$ cat src/rtl/trainerror_sb_arbiter.sv
// Round-robin arbiter sharing one sideband serializer between the local entry-request
// source (requester 0) and the entry-response source (requester 1) during trainerror.
//
// state          | meaning
// ---------------+--------------------------------------------------------------
// S_IDLE         | waiting for enable and a pending valid; arbitrates and latches
// S_ISSUE        | one-cycle issue strobe to the serializer
// S_WAIT_BUSY_HI | waiting for serializer busy to rise, bounded by BUSY_TIMEOUT
// S_WAIT_BUSY_LO | waiting for busy to fall, then pulses the granted done output
// S_GAP          | one dead cycle so the served requester can retire its valid
module trainerror_sb_arbiter #(
  parameter int SB_MSG_WIDTH = 4,
  parameter int BUSY_TIMEOUT = 16
) (
  input  logic                    i_clk,
  input  logic                    i_rst,
  input  logic                    i_enable,
  input  logic                    i_req_valid,
  input  logic [SB_MSG_WIDTH-1:0] i_req_msg,
  input  logic                    i_resp_valid,
  input  logic [SB_MSG_WIDTH-1:0] i_resp_msg,
  input  logic                    i_sb_busy,
  output logic [SB_MSG_WIDTH-1:0] o_sb_msg,
  output logic                    o_sb_valid,
  output logic                    o_req_falling_edge_busy,
  output logic                    o_resp_falling_edge_busy,
  output logic                    o_timeout
);

  localparam int CNT_W = $clog2(BUSY_TIMEOUT + 1);
  localparam logic [CNT_W-1:0] CNT_MAX  = CNT_W'(BUSY_TIMEOUT);
  localparam logic [CNT_W-1:0] CNT_LAST = CNT_W'(BUSY_TIMEOUT - 1);

  localparam logic [2:0] S_IDLE         = 3'd0;
  localparam logic [2:0] S_ISSUE        = 3'd1;
  localparam logic [2:0] S_WAIT_BUSY_HI = 3'd2;
  localparam logic [2:0] S_WAIT_BUSY_LO = 3'd3;
  localparam logic [2:0] S_GAP          = 3'd4;

  logic [2:0]              state_q, state_d;
  logic                    ptr_q, ptr_d;
  logic                    grant_q, grant_d;
  logic [SB_MSG_WIDTH-1:0] msg_q, msg_d;
  logic [CNT_W-1:0]        cnt_q, cnt_d;
  logic                    busy_q;
  logic                    grant_sel;
  logic                    done_req_d, done_resp_d, timeout_d;
  logic                    sb_valid_d;
  logic [SB_MSG_WIDTH-1:0] sb_msg_d;
  logic                    sb_valid_q, done_req_q, done_resp_q, timeout_q;
  logic [SB_MSG_WIDTH-1:0] sb_msg_q;

  // On contention the requester not served last wins; a lone valid always wins.
  assign grant_sel = (i_req_valid && i_resp_valid) ? ~ptr_q : i_resp_valid;

  always_comb begin
    state_d     = state_q;
    ptr_d       = ptr_q;
    grant_d     = grant_q;
    msg_d       = msg_q;
    cnt_d       = cnt_q;
    done_req_d  = 1'b0;
    done_resp_d = 1'b0;
    timeout_d   = 1'b0;

    case (state_q)
      S_IDLE: begin
        if (i_enable && (i_req_valid || i_resp_valid)) begin
          grant_d = grant_sel;
          msg_d   = grant_sel ? i_resp_msg : i_req_msg;
          state_d = S_ISSUE;
        end
      end
      S_ISSUE: begin
        cnt_d   = '0;
        state_d = S_WAIT_BUSY_HI;
      end
      S_WAIT_BUSY_HI: begin
        if (i_sb_busy) begin
          state_d = S_WAIT_BUSY_LO;
        end else if (cnt_q >= CNT_LAST) begin
          cnt_d     = CNT_MAX;
          timeout_d = 1'b1;
          state_d   = S_IDLE;
        end else begin
          cnt_d = cnt_q + CNT_W'(1);
        end
      end
      S_WAIT_BUSY_LO: begin
        if (busy_q && !i_sb_busy) begin
          done_req_d  = ~grant_q;
          done_resp_d = grant_q;
          ptr_d       = grant_q;
          state_d     = S_GAP;
        end
      end
      S_GAP: begin
        state_d = S_IDLE;
      end
      default: begin
        state_d = S_IDLE;
      end
    endcase

    // Abort keeps the pointer and holding register as they were.
    if (!i_enable && (state_q != S_IDLE)) begin
      state_d     = S_IDLE;
      ptr_d       = ptr_q;
      grant_d     = grant_q;
      msg_d       = msg_q;
      cnt_d       = cnt_q;
      done_req_d  = 1'b0;
      done_resp_d = 1'b0;
      timeout_d   = 1'b0;
    end
  end

  assign sb_valid_d = (state_d == S_ISSUE);
  assign sb_msg_d   = ((state_d == S_ISSUE) || (state_d == S_WAIT_BUSY_HI) ||
                       (state_d == S_WAIT_BUSY_LO)) ? msg_d : '0;

  always_ff @(posedge i_clk) begin
    if (i_rst) begin
      state_q     <= S_IDLE;
      ptr_q       <= 1'b0;
      grant_q     <= 1'b0;
      msg_q       <= '0;
      cnt_q       <= '0;
      busy_q      <= 1'b0;
      sb_valid_q  <= 1'b0;
      sb_msg_q    <= '0;
      done_req_q  <= 1'b0;
      done_resp_q <= 1'b0;
      timeout_q   <= 1'b0;
    end else begin
      state_q     <= state_d;
      ptr_q       <= ptr_d;
      grant_q     <= grant_d;
      msg_q       <= msg_d;
      cnt_q       <= cnt_d;
      busy_q      <= i_sb_busy;
      sb_valid_q  <= sb_valid_d;
      sb_msg_q    <= sb_msg_d;
      done_req_q  <= done_req_d;
      done_resp_q <= done_resp_d;
      timeout_q   <= timeout_d;
    end
  end

  assign o_sb_msg                 = sb_msg_q;
  assign o_sb_valid               = sb_valid_q;
  assign o_req_falling_edge_busy  = done_req_q;
  assign o_resp_falling_edge_busy = done_resp_q;
  assign o_timeout                = timeout_q;

endmodule

$ cat config.mk
export PLATFORM = sky130hd
export DESIGN_NAME = trainerror_sb_arbiter
export DESIGN_NICKNAME = d
export VERILOG_FILES = /design/src/rtl/trainerror_sb_arbiter.sv
export SDC_FILE = /design/constraint.sdc
export NUM_CORES = 1
export LEC_CHECK = 0
export CORE_UTILIZATION = 48
export CTS_CLUSTER_SIZE = 28
export DETAILED_ROUTE_END_ITERATION = 10
export GPL_TIMING_DRIVEN = 0
export HOLD_SLACK_MARGIN = 0.12
export PLACE_DENSITY = 0.87
export SLEW_MARGIN = 20
export SYNTH_ARGS = -nofsm -noshare
export SYNTH_HDL_FRONTEND = slang
export SYNTH_SLANG_ARGS = --single-unit
export TNS_END_PERCENT = 30
$ cat constraint.sdc
create_clock -name i_clk -period 2.2 [get_ports i_clk]
set_input_delay 0.44 -clock i_clk [delete_from_list [all_inputs] [get_ports i_clk]]
set_output_delay 0.44 -clock i_clk [all_outputs]
set_load 0.1 [all_outputs]
==> metrics <==
status finished, final reports clean; P_int between 0.5 and 0.6 mW; startpoint types register; site row count 16; initial antenna violation count 0; critical path data arrival time 1.53 ns; first-pass GRT wire length 3.20 mm; Worst Hold Class in2reg; clock-pin slew on the worst setup and hold paths 0.13 ns; HPWL after DPL 1.53 mm; Die Width approximately 48 µm; R2R Path Start cnt_q[0]$_SDFFE_PP0P_; Max Freq roughly 510 MHz; clock buffer depth 2; Post-synth EDFFs 0; Final setup viols 0; synth-to-layout area growth 25.4%; crit end category primary output; Max FO, Critical Path 1; Initial Util 51.5%; DRC violations left 0; Tmin final 1.97 ns; Non-Filler Instances ~160; Reg2Reg Setup Slack around 0.3 ns; clock latency at the later pin of the worst-skew pair between 0.3 and 0.4 ns; Die Y between 40 and 50 µm; Avg Cell Area, Syn 9.62 µm²; Final Hold Viols 0; Max Cap Viol 0; Final Slew Violations 0; Placed Area approximately 1300 µm²; Core Region around 2000 µm²; RSZ-0062 raised after global routing false; CTS tree done; grt ovf 0; cells after synthesis 106; Yosys top cell by area dfxtp_1; clock share of power 22.1%; Top Family by Delay on Critical Path buffers and inverters; hold buffer count at CTS 0; hold endpoint busy_q$_SDFF_PP0_; hold_sp i_rst; reg2reg path depth 6; vias in the first global route 767; pwr dens 693 nW/µm²; root buffer cell clkbuf_4; total power roughly 0.89 mW; Sw Ratio 32.6%; Syn Nets 122; Worst Hold Slack ~0.47 ns; post-synthesis sequential area ratio 45.2%; wire length per cell 13.0 µm; Top FF cell, synth dfxtp_1; sequential share of power 51.1%; die area approximately 2300 µm²; slowest cell delay on critical path 0.87 ns; distinct cell type count after synthesis 40; synthesized area 1020 µm²; leading cell type by number of instances after synthesis dfxtp_1; Sink Count 23; Comb pwr share 26.8%; WL met1 873 µm; Synth Register Bits 23; final worst-path cycle share about 90%; fin util around 65%; post-placement cell count 153; GRT Overall Usage 20.2%; Iter 0 DRT Violations 21; Vias/cell 5.47; slew at the pin closest to its max-slew limit around 0.99 ns; async set-or-reset flop fraction in the synthesized netlist 0%; CP Cell Sequence dlygate4sd2_1; H-tree Lvls 1; main area contributors after synthesis dfxtp_1, mux2i_1, nor2_1, mux2_2, nor3_1; slowest stage cell, crit path dlygate4sd2_1; DR vias approximately 860; io pins 22; Detailed Route WL 2.04 mm; top cell type's share of synthesized area 45.2%; NetSw 0.289 mW; # nets final 147; Fill cells 171; Diodes inserted 0; largest net degree at the start of global routing 14; Post-synth top cells dfxtp_1, nor2_1, nor3_1; hold path depth 2; Worst R2R End cnt_q[2]$_SDFFE_PP0P_; cts bufs inserted 3; Final Cell Area 1280 µm²; share of cells above drive strength 1 between 10% and 20%; met3 wire length approximately 85 µm; Max VDD drop 511 µV; CP Data Required Time 1.76 ns; Setup Skew 0.00874 ns; IO Port Bufs 20; DR pass1 iterations 4; antenna-violating nets left 0; Top Layer Used met4; worst path buffer plus inverter count 1; static leakage 0.527 nW; Slew HR approximately 35%; critical path class reg2out; total of warnings raised by yosys 0; DR WL met2 between 1 and 1.5 mm; Placer Congestion 0.752
-- final cells by class --
type / instances / area, µm² / area share [%]
Multi-Input combinational cell: 76 / 524 / 41.0
Tap cell: 27 / 33.8 / 2.64
Clock inverter: 1 / 5.00 / 0.391
Clock buffer: 3 / 22.5 / 1.76
Timing Repair Buffer: 20 / 198 / 15.5
Sequential cell: 23 / 460 / 36.0
Buffer: 4 / 23.8 / 1.86
Inverter: 3 / 11.3 / 0.881
-- state kept, by name (all words and copies together), names as in the netlist --
name                      flops
cnt_q                         5
msg_q                         4
o_sb_msg                      4
state_q                       3
busy_q                        1
grant_q                       1
o_req_falling_edge_busy       1
o_resp_falling_edge_busy      1
o_sb_valid                    1
o_timeout                     1
ptr_q                         1
-- through the flow --
step | TNS [ns] | worst slack (ns)
final | 0 | 0.228
after floorplan | 0 | 0.552
after global routing | 0 | 0.0754
after detailed placement | -0.218 | -0.0640
after global placement | -0.0572 | -0.0195
after CTS | 0 | 0.00297
-- power groups by stage --
stage	sequential (mW)	clock (mW)	combinational (mW)
after floorplan	0.523	0	0.118
after global placement	0.461	0	0.238
after detailed placement	0.463	0	0.243
after CTS	0.453	0.200	0.238
after global routing	0.456	0.218	0.258
final	0.453	0.196	0.238
-- per-layer routing --
metal,vias up,global-route usage [%]
li1,431,-
met1,402,23.0
met2,22,35.9
met3,4,4.44
met4,0,9.44
met5,-,0
-- worst reg2reg max path: cells and delay by family (launching register included) --
| kind | cells | cell delay, ns |
|---|---|---|
| adders and majority gates | 2 | 0.44 |
| and+or+nand+nor | 2 | 0.61 |
| AOI/OAI and AO/OA | 2 | 0.41 |
| DFF | 1 | 0.37 |
-- logic make-up after synthesis --
group	synth area share (%)
adders and majority gates	2.45
AOI/OAI and AO/OA	13.7
and+or+nand+nor	25.9
muxes	9.33
DFF	45.2
buffers and inverters	3.44
-- layout by cell type (no fill, tap or decap), types with 2 or more instances in the layout --
master,n
dfxtp_1,23
nor2_1,13
clkdlybuf4s50_1,12
nor3_1,6
dlygate4sd2_1,6
a21oi_1,5
mux2i_1,5
nand2b_1,4
mux2_2,4
inv_1,3
nand2_1,3
o21a_1,3
nor2b_1,3
o21ai_0,3
clkbuf_4,3
clkbuf_1,2
nor4_1,2
ha_1,2
dlymetal6s2s_1,2
-- worst max path at each step --
stage / slack, ns / to / start / cells past startpoint
2_1_floorplan: 0.55 / cnt_q[2]$_SDFFE_PP0P_ / cnt_q[0]$_SDFFE_PP0P_ / 6
3_3_place_gp: -0.02 / o_sb_msg[3]$_SDFF_PP0_ / i_enable / 6
3_5_place_dp: -0.06 / cnt_q[2]$_SDFFE_PP0P_ / i_sb_busy / 5
4_1_cts: 0.003 / o_resp_falling_edge_busy / o_resp_falling_edge_busy$_SDFF_PP0_ / 1
5_1_grt: 0.08 / cnt_q[2]$_SDFFE_PP0P_ / i_sb_busy / 5
6_report: 0.23 / o_sb_msg[0] / o_sb_msg[0]$_SDFF_PP0_ / 1
-- what timing repair did --
action	CTS	global route
gates resized for setup	6	2
setup buffers	0	0
setup endpoints to repair	6	2
Note: power is estimated with default switching activity, not from simulation.
